### src/rtl/reg_arb_pkg.sv
// Shared types and default widths for the reg_map write arbiter.
package reg_arb_pkg;

  typedef enum logic [1:0] {SRC_NONE, SRC_I2C, SRC_HDL, SRC_PRE} wr_src_e;

  localparam int unsigned DefAddrW     = 8;
  localparam int unsigned DefDataW     = 8;
  localparam int unsigned DefFifoDepth = 4;

endpackage

### src/rtl/reg_arb_fifo.sv
// Synchronous FIFO buffering I2C writes; accepts push and pop together even when full.
module reg_arb_fifo #(
  parameter int unsigned WIDTH = 16,
  parameter int unsigned DEPTH = 4
) (
  input  logic             clk,
  input  logic             rst,
  input  logic             push,
  input  logic [WIDTH-1:0] wdata,
  input  logic             pop,
  output logic [WIDTH-1:0] rdata,
  output logic             full,
  output logic             empty
);

  localparam int unsigned PtrW = $clog2(DEPTH);
  localparam int unsigned CntW = $clog2(DEPTH) + 1;

  logic [WIDTH-1:0] mem_q [DEPTH];
  logic [PtrW-1:0]  wr_ptr_q, wr_ptr_d;
  logic [PtrW-1:0]  rd_ptr_q, rd_ptr_d;
  logic [CntW-1:0]  count_q, count_d;

  assign full  = (count_q == CntW'(DEPTH));
  assign empty = (count_q == '0);
  assign rdata = mem_q[rd_ptr_q];

  always_comb begin
    wr_ptr_d = wr_ptr_q;
    rd_ptr_d = rd_ptr_q;
    count_d  = count_q;
    // Depth is a power of two, so pointers wrap naturally.
    if (push) wr_ptr_d = wr_ptr_q + PtrW'(1);
    if (pop)  rd_ptr_d = rd_ptr_q + PtrW'(1);
    case ({push, pop})
      2'b10:   count_d = count_q + CntW'(1);
      2'b01:   count_d = count_q - CntW'(1);
      default: count_d = count_q;
    endcase
  end

  always_ff @(posedge clk) begin
    if (rst) begin
      wr_ptr_q <= '0;
      rd_ptr_q <= '0;
      count_q  <= '0;
    end else begin
      wr_ptr_q <= wr_ptr_d;
      rd_ptr_q <= rd_ptr_d;
      count_q  <= count_d;
    end
  end

  // Storage needs no reset: entries are only read once counted valid.
  always_ff @(posedge clk) begin
    if (push) mem_q[wr_ptr_q] <= wdata;
  end

endmodule

### src/rtl/reg_map_write_arbiter.sv
// Merges buffered I2C writes with round-robin handler/preload writes into one registered port.
module reg_map_write_arbiter
  import reg_arb_pkg::*;
#(
  parameter int unsigned ADDR_W         = DefAddrW,
  parameter int unsigned DATA_W         = DefDataW,
  parameter int unsigned I2C_FIFO_DEPTH = DefFifoDepth
) (
  input  logic              clk,
  input  logic              rst,
  input  logic              i2c_wr_valid,
  input  logic [ADDR_W-1:0] i2c_wr_addr,
  input  logic [DATA_W-1:0] i2c_wr_data,
  input  logic              hdl_req,
  input  logic [ADDR_W-1:0] hdl_addr,
  input  logic [DATA_W-1:0] hdl_wdata,
  output logic              hdl_gnt,
  input  logic              pre_req,
  input  logic [ADDR_W-1:0] pre_addr,
  input  logic [DATA_W-1:0] pre_data,
  output logic              pre_gnt,
  input  logic              wr_freeze,
  input  logic              ovf_clr,
  output logic              rm_wr_en,
  output logic [ADDR_W-1:0] rm_addr,
  output logic [DATA_W-1:0] rm_wdata,
  output logic              i2c_ovf,
  output logic              busy
);

  logic                     fifo_push, fifo_pop, fifo_full, fifo_empty;
  logic [ADDR_W+DATA_W-1:0] fifo_head;
  logic                     ovf_set;
  wr_src_e                  winner;
  wr_src_e                  rr_last_q;
  logic                     rm_wr_en_q;
  logic [ADDR_W-1:0]        rm_addr_q;
  logic [DATA_W-1:0]        rm_wdata_q;
  logic                     i2c_ovf_q;

  reg_arb_fifo #(
    .WIDTH (ADDR_W + DATA_W),
    .DEPTH (I2C_FIFO_DEPTH)
  ) u_fifo (
    .clk   (clk),
    .rst   (rst),
    .push  (fifo_push),
    .wdata ({i2c_wr_addr, i2c_wr_data}),
    .pop   (fifo_pop),
    .rdata (fifo_head),
    .full  (fifo_full),
    .empty (fifo_empty)
  );

  // Queued I2C writes always win; handler/preload alternate only on contention.
  always_comb begin
    winner  = SRC_NONE;
    hdl_gnt = 1'b0;
    pre_gnt = 1'b0;
    if (!wr_freeze) begin
      if (!fifo_empty) begin
        winner = SRC_I2C;
      end else if (hdl_req && (!pre_req || rr_last_q == SRC_PRE)) begin
        winner  = SRC_HDL;
        hdl_gnt = 1'b1;
      end else if (pre_req) begin
        winner  = SRC_PRE;
        pre_gnt = 1'b1;
      end
    end
  end

  assign fifo_pop  = (winner == SRC_I2C);
  assign fifo_push = i2c_wr_valid && (!fifo_full || fifo_pop);
  assign ovf_set   = i2c_wr_valid && fifo_full && !fifo_pop;

  always_ff @(posedge clk) begin
    if (rst) begin
      rm_wr_en_q <= 1'b0;
      rm_addr_q  <= '0;
      rm_wdata_q <= '0;
      rr_last_q  <= SRC_PRE;
      i2c_ovf_q  <= 1'b0;
    end else begin
      rm_wr_en_q <= (winner != SRC_NONE);
      unique case (winner)
        SRC_I2C: {rm_addr_q, rm_wdata_q} <= fifo_head;
        SRC_HDL: begin
          rm_addr_q  <= hdl_addr;
          rm_wdata_q <= hdl_wdata;
          rr_last_q  <= SRC_HDL;
        end
        SRC_PRE: begin
          rm_addr_q  <= pre_addr;
          rm_wdata_q <= pre_data;
          rr_last_q  <= SRC_PRE;
        end
        default: ;
      endcase
      if (ovf_set)      i2c_ovf_q <= 1'b1;
      else if (ovf_clr) i2c_ovf_q <= 1'b0;
    end
  end

  assign rm_wr_en = rm_wr_en_q;
  assign rm_addr  = rm_addr_q;
  assign rm_wdata = rm_wdata_q;
  assign i2c_ovf  = i2c_ovf_q;
  assign busy     = !fifo_empty || rm_wr_en_q;

endmodule

### config.mk
export PLATFORM = sky130hd
export DESIGN_NAME = reg_map_write_arbiter
export DESIGN_NICKNAME = d
export VERILOG_FILES = /design/src/rtl/reg_arb_pkg.sv /design/src/rtl/reg_arb_fifo.sv /design/src/rtl/reg_map_write_arbiter.sv
export SDC_FILE = /design/constraint.sdc
export NUM_CORES = 1
export LEC_CHECK = 0
export BUFFER_PORTS_ARGS = -buffer_cell sky130_fd_sc_hd__buf_2
export CAP_MARGIN = 5
export CORE_UTILIZATION = 45
export CTS_CLUSTER_SIZE = 8
export DETAILED_ROUTE_END_ITERATION = 8
export PLACE_DENSITY = 0.69
export SETUP_SLACK_MARGIN = 0.2
export SLEW_MARGIN = 20
export SYNTH_ARGS = -nofsm -noshare
export SYNTH_HDL_FRONTEND = slang
export SYNTH_SLANG_ARGS = --single-unit
### constraint.sdc
create_clock -name clk -period 3.2 [get_ports clk]
set_clock_uncertainty 0.15 [all_clocks]
set_input_delay 0.48 -clock clk [delete_from_list [all_inputs] [get_ports clk]]
set_output_delay 0.48 -clock clk [all_outputs]
set_load 0.02 [all_outputs]
-- Word-level counts from Yosys, hierarchy flattened
Memories as Yosys holds them, arrays and structs flattened. A register that Yosys moved wholly into a read port is not among the register bits.
Index checks and enable logic that the tools add are counted.
- mux-type cells: 21
- reductions and logical operators: 17
- equal/unequal tests: 7
- $add $sub $neg: 4
- operators with widths (kind ; number):
    case mux 8 bit (3 select lines) ; 2
    2-to-1 mux 2 bit ; 6
    2-to-1 mux 1 bit ; 11
    equality test 2 bit (second input constant) ; 4
    nonzero test 2 bit ; 4
    case mux 3 bit (2 select lines) ; 1
    adder 2 x 1 -> 2 bit (second input constant) ; 2
    equality test 2 x 1 -> 1 bit (second input constant) ; 2
    logical AND 1 bit ; 4
    zero test 1 bit ; 4
    case mux 2 bit (2 select lines) ; 1
    adder 3 x 1 -> 3 bit (second input constant) ; 1
    equality test 3 bit (second input constant) ; 1
    zero test 3 bit ; 1
    logical OR 1 bit ; 3
    nonzero test 3 bit ; 1
    subtractor 3 x 1 -> 3 bit (second input constant) ; 1
- logic and storage cells: 58
- register bits after elaboration: 27
- RAM bits: 64
- memories: 1
- output and inout bits: 21
- memory list (memory ; depth ; width ; rd ports ; clocked after Yosys merged registers in ; wr ports ; line ; text):
    u_fifo.mem_q ; 4 ; 16 ; 1 ; 1 ; 1 ; reg_arb_fifo.sv:19 ; logic [WIDTH-1:0] mem_q [DEPTH];

-- Depth between registers and ports, before layout
Gate-level depths: netlist of run 1.
- depth after elaboration: 11
- mapped depth: 6
- mapped depth without buffers: 6

-- By module
A second synthesis of run 1 with hierarchy kept.
- cell total of the unflattened synthesis: 262
- area, all modules: 4075.2 µm²
- by module, submodules not included (module ; seq. area each (µm²) ; cells an instance ; instances ; area an instance (µm²)):
    reg_arb_fifo ; 2102.0 ; 131 ; 1 ; 2780.2
    reg_map_write_arbiter ; 380.4 ; 131 ; 1 ; 1295.0

-- Least setup slack after synthesis of run 1
OpenSTA, ideal clock, no wires.
- path type: register -> output
- from: reg u_fifo.count_q[2]
- to: out hdl_gnt
- path buffers: 2
- slack: 0.994 ns
- cell stages (with the launch flop): 6
- arrival time: 1.576 ns
- cell sequence: dfxtp_1 nor3_4 nand2b_2 buf_6 buf_6 nor3_1
- word-level cells in the longest chain between the ends: 3
- ends and longest elaborated chain (item ; line ; text):
    from (decl) ; reg_arb_fifo.sv:22 ; logic [CntW-1:0] count_q, count_d;
    from (signal assigned) ; reg_arb_fifo.sv:50 ; count_q <= count_d;
    zero test 3 bit ; reg_arb_fifo.sv:25 ; assign empty = (count_q == '0);
    2-to-1 mux 1 bit ; reg_map_write_arbiter.sv:61 ; if (!fifo_empty) begin
    2-to-1 mux 1 bit ; reg_map_write_arbiter.sv:60 ; if (!wr_freeze) begin
    to (decl) ; reg_map_write_arbiter.sv:17 ; output logic hdl_gnt,
Every way passes these cells.

-- Worst setup path after layout of run 1
Ends and elaborated chain as after synthesis.

==> results by group, run 1 <==
Die
  – Die Span X: 96.17 µm
  – Area of the die: 9248 µm²
  – Die span in y: 96.17 µm
  – Initial core utilization: 47.60%
  – Placeable core region: 8382 µm²
  – Cell row count: 33
  – Number of ports placed on the die boundary: 76

STA
  – Worst slew pin tran: 0.8880 ns
  – Setup repair after global routing missed its margin: false
  – Final Max Slew Viols: 0
  – Total count of hold-check failures in the final report: 0
  – Relative slew margins: 40.36%
  – Final min period: 2.629 ns
  – Number of endpoints failing setup at the final stage: 0
  – Achievable clock frequency: 380.4 MHz
  – Setup TNS: 0 ns
  – Final setup slack of the worst path: 0.5710 ns
  – Final period utilization: 82.15%

Critical path
  – Critical path class: register to output port
  – Largest driver fanout on the critical path: 18
  – Kind of start point of the critical path: register
  – Worst stage delay on the critical path: 0.45 ns
  – Capturing element type of the critical path: output port
  – Cell at the slowest stage of the critical path: sky130_fd_sc_hd__nor3_4
  – Required time of the critical path: 2.57 ns
  – CP arrival: 2.00 ns
  – Cells along the critical path: nor3_4, nand2b_2, nor3_1, buf_2

Place
  – Placement Cell Area: 4388 µm²
  – Worst-case setup slack after placement: 0.7954 ns
  – Number of port buffers: 75
  – Half-perimeter wire length after detailed placement: 5247 µm
  – Routability congestion estimate: 0.8529

Power and ir drop
  – Power per cell area: 664.3 nW/µm²
  – Cell leakage power: 0.001721 µW
  – Highest ir drop seen on vdd: 0.2885 mV

Yosys
  – Share of synthesized area occupied by flip-flops and latches: 62.21%
  – Post-Syn Instances: 273
  – Most area-hungry cell type in the Yosys netlist: sky130_fd_sc_hd__edfxtp_1
  – YS warnings: 0
  – Fraction of post-synthesis cell area in the top cell type by area: 48.17%
  – Syn nets: 333
  – Post-synth EDFFs: 64
  – Mean Syn Cell Area: 14.62 µm²
  – Synth unique cells: 38
  – Cell area after synthesis: 3990 µm²
  – Share of async-settable or async-resettable flops after synthesis: 0%
  – Number of register bits inferred by synthesis: 92
  – Top area cells in the synthesized netlist: sky130_fd_sc_hd__edfxtp_1, sky130_fd_sc_hd__dfxtp_1, sky130_fd_sc_hd__mux4_2
  – Predominant post-synthesis flop cell: sky130_fd_sc_hd__edfxtp_1

Global routing
  – Global-route wire length before repair: 11730 µm
  – Number of antenna violations at the first check in global routing: 0
  – Largest net degree at the start of global routing: 30
  – GR Util All Layers: 17.52%
  – Total overflow reported by the global router: 0
  – Via count of the first global-routing pass: 2229

Layout
  – Utilization of the core after routing: 54.77%
  – Area of all placed cells without fillers: 4591 µm²
  – Synth-to-layout area growth: 15.05%
  – Share of cells above drive strength 1: 34.29%
  – Number of nets at the end of the flow: 402
  – N_diodes: 0
  – Number of filler cells placed in the layout: 690

Routing
  – Final routed wire length divided by cell count: 16.96 µm
  – Number of vias per cell after detailed routing: 5.471
  – Final Routed Wirelength: 7665 µm
  – Total via count in the routed design: 2473
  – Detailed router's first-iteration violation count: 109
  – Detailed Routing Iterations Pass 1: 6
  – Routed Antenna Nets: 0
  – DRC errors left: 0

Clocking
  – Max clock buf depth: 2
  – Total number of H-tree levels: 3
  – Post-cts gate resize count: 0
  – Count of hold buffers inserted by post-cts repair: 0
  – Clock latency reported for the late side of the worst-skew pair: 0.37 ns
  – Inserted Clock Buffers: 9
  – Cell chosen for the clock root: sky130_fd_sc_hd__clkbuf_8
  – Number of clock sinks: 92
  – Post-CTS setup repair buffer count: 0
  – Clock tree from TritonCTS: built
  – Clock slew at the register clock pins of the worst setup and hold paths: 0.11 ns

Run status
  – Result of the run: complete, no violations

Hold path
  – Class of the tightest hold or removal check: primary input to register

Job
  – Number of maximum-capacitance violations: 0
## report_power, final
group	leakage, µW	total [µW]	internal, µW	switching, µW
combinational	0.000801	800	367	433
clock	0.000103	776	312	464
sequential	0.000818	1470	1400	75.7
## final timing paths
kind	start	end	slack, ns	cells past startpoint
max	u_fifo.count_q[2]$_SDFFE_PP0P_	hdl_gnt	0.57	4
min	i2c_wr_data[7]	u_fifo.mem_q[2][7]$_DFFE_PP_	0.17	1
max reg2reg	u_fifo.count_q[2]$_SDFFE_PP0P_	u_fifo.count_q[2]$_SDFFE_PP0P_	0.99	6
min reg2reg	rm_addr[6]$_SDFFE_PP0P_	rm_addr[6]$_SDFFE_PP0P_	0.31	2
## kinds of logic (layout without fill, tap and decap cells)
group	count (synthesis)	in the layout	synth area share, %
buffers and inverters	28	102	4.234
DFF	92	92	62.21
xor gates and xnor gates	3	3	0.6586
AOI/OAI and AO/OA	76	76	14.42
and+or+nand+nor	50	50	6.899
adders and majority gates	5	5	1.756
muxes	19	19	9.815
## synth_stat cells (2+ instances only)
| library cell | number |
|---|---|
| sky130_fd_sc_hd__a21o_1 | 17 |
| sky130_fd_sc_hd__a21oi_1 | 19 |
| sky130_fd_sc_hd__and3_1 | 4 |
| sky130_fd_sc_hd__buf_2 | 6 |
| sky130_fd_sc_hd__buf_6 | 7 |
| sky130_fd_sc_hd__clkbuf_1 | 8 |
| sky130_fd_sc_hd__dfxtp_1 | 28 |
| sky130_fd_sc_hd__edfxtp_1 | 64 |
| sky130_fd_sc_hd__ha_1 | 4 |
| sky130_fd_sc_hd__inv_1 | 5 |
| sky130_fd_sc_hd__mux2i_1 | 2 |
| sky130_fd_sc_hd__mux4_2 | 16 |
| sky130_fd_sc_hd__nand2_1 | 17 |
| sky130_fd_sc_hd__nor2_1 | 12 |
| sky130_fd_sc_hd__nor2b_1 | 4 |
| sky130_fd_sc_hd__nor3_1 | 3 |
| sky130_fd_sc_hd__nor3b_1 | 2 |
| sky130_fd_sc_hd__o211ai_1 | 17 |
| sky130_fd_sc_hd__o21ai_0 | 2 |
| sky130_fd_sc_hd__o32a_1 | 16 |
| sky130_fd_sc_hd__xnor2_1 | 3 |
## through the flow
step	power (µW)	hold WS, ns	instances
after floorplan	2132	0.3108	273
final	3050	0.1691	452
after global placement	2289	0.2925	436
after CTS	3070	0.1633	452
after global routing	3205	0.1657	452
after detailed placement	2305	0.2946	436
## flip-flops by register name (all words and copies together) (netlist names), named ones only
register	count
rm_wr_en	1
u_fifo.rd_ptr_q	2
rr_last_q	1
i2c_ovf	1
rm_wdata	8
u_fifo.mem_q	64
u_fifo.wr_ptr_q	2
rm_addr	8
u_fifo.count_q	3
## cell type report
cell class	count	area, µm²	share of cell area, %
Timing Repair Buffer	80	412.9	8.994
Sequential cell	92	2482	54.07
Clock inverter	7	76.32	1.663
Clock buffer	9	123.9	2.698
Tap cell	105	131.4	2.862
Inverter	6	22.52	0.4906
Multi-Input combinational cell	153	1341	29.22
## per-layer routing
layer / global-route usage, % / wire length, µm
met1: 23.66 / 3519
met2: 27.90 / 3626
met3: 2.607 / 377
met4: 8.209 / 141
met5: 0 / 0
## critical path: cells and delay by family (launching register included)
kind          cells  cell delay (ns)
buf+inv           1             0.19
simple gates      3             1.01
flops             1             0.42
## cell usage in the layout, fill, tap and decap left out, types with 4 or more instances in the layout
cell | Yosys | layout
sky130_fd_sc_hd__a21o_1 | 17 | 17
sky130_fd_sc_hd__a21oi_1 | 19 | 19
sky130_fd_sc_hd__and3_1 | 4 | 4
sky130_fd_sc_hd__buf_2 | 6 | 75
sky130_fd_sc_hd__buf_4 | 1 | 5
sky130_fd_sc_hd__clkbuf_8 | 0 | 9
sky130_fd_sc_hd__dfxtp_1 | 28 | 28
sky130_fd_sc_hd__edfxtp_1 | 64 | 64
sky130_fd_sc_hd__ha_1 | 4 | 4
sky130_fd_sc_hd__inv_1 | 5 | 5
sky130_fd_sc_hd__mux4_2 | 16 | 16
sky130_fd_sc_hd__nand2_1 | 17 | 17
sky130_fd_sc_hd__nor2_1 | 12 | 12
sky130_fd_sc_hd__o211ai_1 | 17 | 17
sky130_fd_sc_hd__o32a_1 | 16 | 16
No activity file was read; power rests on OpenSTA's default activity.
==> run 2: changes to the inputs <==
==> constraint.sdc (replaced) <==
create_clock -name clk -period 2.45 [get_ports clk]
set_clock_uncertainty 0.15 [all_clocks]
set_input_delay 0.3675 -clock clk [delete_from_list [all_inputs] [get_ports clk]]
set_output_delay 0.3675 -clock clk [all_outputs]
set_load 0.02 [all_outputs]
==> run 2 against run 1 <==
Utilization grew 0.60 points. Final cell count grew 1.5%. Final area grew 1.1%. Total power rose by 32%. Largest power group unchanged.
==> results by group, run 2 (same netlist as run 1, synthesis figures left out) <==
Run status
  – Result of the run: complete, no violations

Clocking
  – Max clock buf depth: 2 (unchanged)
  – Inserted Clock Buffers: 9 (unchanged)
  – Clock latency reported for the late side of the worst-skew pair: 0.35 ns (-0.02 ns)
  – Clock slew at the register clock pins of the worst setup and hold paths: 0.09 ns (-0.02 ns)
  – Clock tree from TritonCTS: built
  – Number of clock sinks: 92 (unchanged)
  – Total number of H-tree levels: 3 (unchanged)
  – Cell chosen for the clock root: sky130_fd_sc_hd__clkbuf_8

Critical path
  – Kind of start point of the critical path: register
  – Required time of the critical path: 1.93 ns (-0.64 ns)
  – Worst r2r path cells: 6 (unchanged)
  – CP arrival: 1.62 ns (-0.38 ns)
  – Worst stage delay on the critical path: 0.40 ns (-0.05 ns)
  – Capturing element type of the critical path: output port
  – Critical path class: register to output port
  – Reg2reg setup slack: 0.42 ns (-0.57 ns)
  – Largest driver fanout on the critical path: 7 (-11)
  – Destination of the worst register-to-register timing path: u_fifo.count_q[2]$_SDFFE_PP0P_
  – Worst r2r src: u_fifo.count_q[2]$_SDFFE_PP0P_
  – Cells along the critical path: nor3_4, nand2b_2, nor3_1, buf_2
  – Number of buffer and inverter stages on the critical path: 1 (unchanged)
  – Crit path max-delay family: simple AND/OR/NAND/NOR gates
  – Cell at the slowest stage of the critical path: sky130_fd_sc_hd__dfxtp_1

Routing
  – Final routed wire length divided by cell count: 16.89 µm (-0.42%)
  – Routed Antenna Nets: 0 (unchanged)
  – Number of vias per cell after detailed routing: 5.479 (+0.15%)
  – Total via count in the routed design: 2515 (+1.7%)
  – Detailed Routing Iterations Pass 1: 4 (-2)
  – Detailed router's first-iteration violation count: 133 (+22%)
  – DRC errors left: 0 (unchanged)
  – Final Routed Wirelength: 7751 µm (+1.1%)

Die
  – Number of ports placed on the die boundary: 76 (unchanged)
  – Die span in y: 96.17 µm (unchanged)
  – Area of the die: 9248 µm² (unchanged)
  – Initial core utilization: 47.60% (unchanged)
  – Die Span X: 96.17 µm (unchanged)
  – Cell row count: 33 (unchanged)
  – Placeable core region: 8382 µm² (unchanged)

STA
  – Worst slew pin tran: 0.7946 ns (-0.09337 ns)
  – Setup TNS: 0 ns (unchanged)
  – Final Max Slew Viols: 0 (unchanged)
  – Setup repair after global routing missed its margin: false
  – Achievable clock frequency: 467.5 MHz
  – Number of endpoints failing setup at the final stage: 0 (unchanged)
  – Final period utilization: 87.30%
  – Total count of hold-check failures in the final report: 0 (unchanged)
  – Relative slew margins: 47.02% (+6.7 points)
  – Final min period: 2.139 ns

Layout
  – Number of filler cells placed in the layout: 695 (+0.72%)
  – Number of nets at the end of the flow: 408 (+1.5%)
  – Commonest cells after routing, fill and taps aside: sky130_fd_sc_hd__buf_2, sky130_fd_sc_hd__edfxtp_1, sky130_fd_sc_hd__dfxtp_1, sky130_fd_sc_hd__a21oi_1
  – Area of all placed cells without fillers: 4641 µm² (+1.1%)
  – Filler-free cell count of the finished design: 459 (+1.5%)
  – Reg with most FFs: u_fifo.mem_q
  – Number of flip-flops in the largest register: 64 (unchanged)
  – Share of cells above drive strength 1: 35.41% (+1.1 points)
  – Synth-to-layout area growth: 16.31%
  – Most common cell after layout, fill and taps aside: sky130_fd_sc_hd__buf_2

Place
  – Placement Cell Area: 4418 µm² (+0.68%)
  – Number of port buffers: 75 (unchanged)
  – Routability congestion estimate: 0.7396 (-13%)
  – Total placed cells including tap cells: 440 (+0.92%)
  – Half-perimeter wire length after detailed placement: 5376 µm (+2.5%)

Hold path
  – Depth of the worst hold-timing path: 1 (unchanged)
  – Hold worst-path end: u_fifo.mem_q[1][9]$_DFFE_PP_
  – Critical hold path startpoint: i2c_wr_addr[1]
  – Class of the tightest hold or removal check: primary input to register

Global routing
  – Largest net degree at the start of global routing: 30 (unchanged)
  – Total overflow reported by the global router: 0 (unchanged)
  – Via count of the first global-routing pass: 2336 (+4.8%)
  – GR Util All Layers: 17.94% (+0.41 points)
  – Global-route wire length before repair: 11870 µm (+1.2%)
  – Number of antenna violations at the first check in global routing: 1 (+1)

Job
  – Number of maximum-capacitance violations: 0 (unchanged)

Power and ir drop
  – Power per cell area: 870.2 nW/µm² (+31%)
  – Highest ir drop seen on vdd: 0.2909 mV (+0.80%)
  – Cell leakage power: 0.001743 µW (+1.3%)
## run 2: worst register-to-register path, stage by stage (launching register included)
cell	delay [ns]
sky130_fd_sc_hd__dfxtp_1	0.50
sky130_fd_sc_hd__nor3_4	0.12
sky130_fd_sc_hd__nor3_2	0.21
sky130_fd_sc_hd__inv_1	0.08
sky130_fd_sc_hd__fa_1	0.38
sky130_fd_sc_hd__mux2i_1	0.17
sky130_fd_sc_hd__mux2_1	0.32
## run 2: area by class of cell
type | count | area [µm²] | area share, %
flip-flops and latches | 92 | 2482 | 53.49
multi-input cells | 153 | 1344 | 28.96
repair buffers | 86 | 457.9 | 9.868
well taps | 105 | 131.4 | 2.831
clock buffers | 9 | 123.9 | 2.669
clock inverters | 7 | 76.32 | 1.645
inverters | 6 | 22.52 | 0.4853
diodes | 1 | 2.502 | 0.05392
## run 2: worst max path at each step
stage	start	to	slack, ns	cells after the start
2_1_floorplan	u_fifo.count_q[2]$_SDFFE_PP0P_	hdl_gnt	0.36	5
3_3_place_gp	wr_freeze	u_fifo.count_q[2]$_SDFFE_PP0P_	0.32	6
3_5_place_dp	u_fifo.count_q[2]$_SDFFE_PP0P_	u_fifo.count_q[2]$_SDFFE_PP0P_	0.29	6
4_1_cts	u_fifo.count_q[1]$_SDFFE_PP0P_	hdl_gnt	0.20	4
5_1_grt	u_fifo.count_q[2]$_SDFFE_PP0P_	hdl_gnt	0.21	4
6_report	u_fifo.count_q[2]$_SDFFE_PP0P_	hdl_gnt	0.31	4
## run 2: per-stage QoR
| stage | utilization [%] | setup slack (ns) | hold WS [ns] | power, µW |
|---|---|---|---|---|
| after global placement | 52.71 | 0.3152 | 0.2904 | 3006 |
| after detailed placement | 52.71 | 0.2853 | 0.2947 | 3038 |
| final | 55.37 | 0.3112 | 0.07837 | 4039 |
| after global routing | 55.34 | 0.2102 | 0.05940 | 4240 |
| after floorplan | - | 0.3560 | 0.3108 | 2784 |
| after CTS | 55.10 | 0.2016 | 0.05137 | 4040 |
## run 2: layer usage
layer  global-route usage (%)  part of all wire (%)
met5                        0                     0
met4                    7.711                   1.3
met3                    4.107                   7.2
met2                    26.89                    46
met1                    25.03                    45
## run 2: where the power goes
part	internal (µW)	switching (µW)	leakage, µW
Combinational	522	598	0.000829
Sequential	1830	85.7	0.000818
Clock	476	531	0.0000958
## run 2: repair_timing
| action | 4_1_cts | 5_1_grt |
|---|---|---|
| setup buffers | 0 | 2 |
| pin swaps | 1 | 1 |
| resized for setup | 0 | 1 |
| hold buffers | 0 | 0 |
| endpoints found under the setup margin | 1 | 4 |
==> run 3: changes to the inputs <==
--- a/config.mk
+++ b/config.mk
@@ -5,12 +5,11 @@
 export SDC_FILE = /design/constraint.sdc
 export NUM_CORES = 1
 export LEC_CHECK = 0
-export BUFFER_PORTS_ARGS = -buffer_cell sky130_fd_sc_hd__buf_2
 export CAP_MARGIN = 5
 export CORE_UTILIZATION = 45
-export CTS_CLUSTER_SIZE = 8
 export DETAILED_ROUTE_END_ITERATION = 8
-export PLACE_DENSITY = 0.69
+export DONT_BUFFER_PORTS = 1
+export PLACE_DENSITY = 0.62
 export SETUP_SLACK_MARGIN = 0.2
 export SLEW_MARGIN = 20
 export SYNTH_ARGS = -nofsm -noshare
==> run 3 against run 2 <==
Die area unchanged. Wire length fell by 0.48%. Critical path depth shrank 1. Non-clock buffer count down 55. Clock power fell by 5%. Final area fell by 4.1%. Register-to-register slack about the same. Count of clock-buffer cells in the layout did not move. Largest cell class unchanged.
==> results by group, run 3 (same netlist as run 1, synthesis figures left out) <==
Clocking
  – Cell chosen for the clock root: sky130_fd_sc_hd__clkbuf_8
  – Clock slew at the register clock pins of the worst setup and hold paths: 0.10 ns (about the same)
  – Inserted Clock Buffers: 9 (unchanged)
  – Total number of H-tree levels: 3 (unchanged)
  – Number of clock sinks: 92 (unchanged)
  – Clock tree from TritonCTS: built
  – Clock latency reported for the late side of the worst-skew pair: 0.35 ns (about the same)
  – Max clock buf depth: 2 (unchanged)

Place
  – Total placed cells including tap cells: 366 (-17%)
  – Routability congestion estimate: 0.7204 (-2.6%)
  – Placement Cell Area: 4050 µm² (-8.3%)
  – Number of port buffers: 0 (-100%)
  – Worst-case setup slack after placement: 0.2533 ns (-0.03198 ns)
  – Half-perimeter wire length after detailed placement: 5185 µm (-3.6%)

Layout
  – Area of all placed cells without fillers: 4449 µm² (-4.1%)
  – Synth-to-layout area growth: 11.51%
  – Reg with most FFs: u_fifo.mem_q
  – Most common cell after layout, fill and taps aside: sky130_fd_sc_hd__edfxtp_1
  – Share of cells above drive strength 1: 17.79% (-18 points)
  – Number of flip-flops in the largest register: 64 (unchanged)
  – Filler-free cell count of the finished design: 403 (-12%)
  – Number of nets at the end of the flow: 353 (-13%)
  – Commonest cells after routing, fill and taps aside: sky130_fd_sc_hd__edfxtp_1, sky130_fd_sc_hd__dfxtp_1, sky130_fd_sc_hd__a21oi_1, sky130_fd_sc_hd__dlygate4sd3_1
  – N_diodes: 0 (-1)

Routing
  – Routed Antenna Nets: 0 (unchanged)
  – Final Routed Wirelength: 7714 µm (-0.48%)
  – Total via count in the routed design: 2312 (-8.1%)
  – Number of vias per cell after detailed routing: 5.737 (+4.7%)
  – Final routed wire length divided by cell count: 19.14 µm (+13%)
  – Detailed router's first-iteration violation count: 129 (-3.0%)
  – Detailed Routing Iterations Pass 1: 4 (unchanged)
  – DRC errors left: 0 (unchanged)

STA
  – Final min period: 2.089 ns (-0.05018 ns)
  – Achievable clock frequency: 478.8 MHz (+2.4%)
  – Setup TNS: 0 ns (unchanged)
  – Relative slew margins: 39.79% (-7.2 points)
  – Final Max Slew Viols: 0 (unchanged)
  – Setup repair after global routing missed its margin: false
  – Worst slew pin tran: 0.9002 ns (+0.1056 ns)
  – Final period utilization: 85.25% (-2.0 points)
  – Number of endpoints failing setup at the final stage: 0 (unchanged)
  – Total count of hold-check failures in the final report: 0 (unchanged)
  – Final setup slack of the worst path: 0.3614 ns (+0.05018 ns)

Critical path
  – CP arrival: 2.19 ns (+0.57 ns)
  – Worst r2r src: u_fifo.count_q[0]$_SDFFE_PP0P_
  – Destination of the worst register-to-register timing path: u_fifo.count_q[2]$_SDFFE_PP0P_
  – Largest driver fanout on the critical path: 25 (+18)
  – Reg2reg setup slack: 0.41 ns (about the same)
  – Required time of the critical path: 2.55 ns (+0.62 ns)
  – Kind of start point of the critical path: primary input
  – Worst r2r path cells: 6 (unchanged)
  – Critical path class: primary input to register
  – Capturing element type of the critical path: register

Global routing
  – Global-route wire length before repair: 11990 µm (+1.0%)
  – Number of antenna violations at the first check in global routing: 0 (-1)
  – GR Util All Layers: 18.07% (+0.13 points)
  – Via count of the first global-routing pass: 2227 (-4.7%)
  – Total overflow reported by the global router: 0 (unchanged)
  – Largest net degree at the start of global routing: 26 (-13%)

Job
  – Number of maximum-capacitance violations: 0 (unchanged)

Die
  – Number of ports placed on the die boundary: 76 (unchanged)
  – Initial core utilization: 47.60% (unchanged)
  – Placeable core region: 8382 µm² (unchanged)
  – Die Span X: 96.17 µm (unchanged)
  – Cell row count: 33 (unchanged)
  – Area of the die: 9248 µm² (unchanged)
  – Die span in y: 96.17 µm (unchanged)

Hold path
  – Critical hold path startpoint: rst
  – Depth of the worst hold-timing path: 2 (+1)
  – Hold worst-path end: u_fifo.count_q[2]$_SDFFE_PP0P_
  – Class of the tightest hold or removal check: primary input to register

Power and ir drop
  – Power per cell area: 884.3 nW/µm² (+1.6%)
  – Cell leakage power: 0.001512 µW (-13%)
  – Highest ir drop seen on vdd: 0.3481 mV (+20%)

Run status
  – Result of the run: complete, no violations
-- run 3: cell types whose count changed in the layout (fill, tap and decap cells not counted), moves of 2 or more --
cell and delta:
sky130_fd_sc_hd__dlygate4sd3_1 +18, sky130_fd_sc_hd__buf_4 +2, sky130_fd_sc_hd__buf_2 -75, sky130_fd_sc_hd__inv_8 +2, sky130_fd_sc_hd__inv_6 +2
-- run 3: metal layers --
metal	GRT usage, %	vias to the layer above	part of all wire, %
met4	7.090	0	0.88
li1	-	1107	-
met5	0	-	0
met3	3.791	5	5.7
met1	24.75	1135	46
met2	28.19	65	47
-- run 3: where the power goes --
group          internal [µW]  leakage (µW)  total [µW]  switching [µW]
clock network            396     0.0000947         963             568
logic                    484      0.000599         992             507
registers               1830      0.000818        1980             154
-- run 3: worst max path at each step --
stage | startpoint | end | slack [ns] | cells after the start
2_1_floorplan | u_fifo.count_q[2]$_SDFFE_PP0P_ | hdl_gnt | 0.36 | 5
3_3_place_gp | u_fifo.count_q[2]$_SDFFE_PP0P_ | u_fifo.count_q[2]$_SDFFE_PP0P_ | 0.31 | 6
3_5_place_dp | u_fifo.count_q[2]$_SDFFE_PP0P_ | u_fifo.count_q[2]$_SDFFE_PP0P_ | 0.25 | 6
4_1_cts | u_fifo.count_q[0]$_SDFFE_PP0P_ | u_fifo.count_q[2]$_SDFFE_PP0P_ | 0.29 | 6
5_1_grt | rst | i2c_ovf$_SDFFE_PP0P_ | 0.24 | 3
6_report | rst | i2c_ovf$_SDFFE_PP0P_ | 0.36 | 3
-- run 3: layout make-up --
class                      count  area [µm²]
tap                          105       131.4
clock buffer                   9       123.9
clock inverter                 7       65.06
inverter                       6       22.52
multi-input combinational    153        1346
fill                         713        3933
timing repair buffer          31       277.8
sequential                    92        2482
-- run 3: metrics by stage --
step,utilization (%),total power (µW),hold slack (ns)
6_report,53.08,3935,0.07490
4_1_cts,53.02,3981,0.06009
3_5_place_dp,48.32,2928,0.2936
2_1_floorplan,-,2784,0.3108
5_1_grt,53.08,4157,0.07214
3_3_place_gp,48.32,2911,0.2923
-- run 3: what timing repair did --
item,CTS,global route
pin swaps,1,0
endpoints found under the setup margin,2,2
setup buffers,3,0
hold endpoints to repair,90,0
resized for setup,1,1
cloned,0,0
hold buffers,18,0
-- run 3: worst max-delay path: stages --
cell                            delay [ns]
sky130_fd_sc_hd__dlygate4sd3_1        1.13
sky130_fd_sc_hd__nor2_1               0.11
sky130_fd_sc_hd__dlygate4sd3_1        0.59
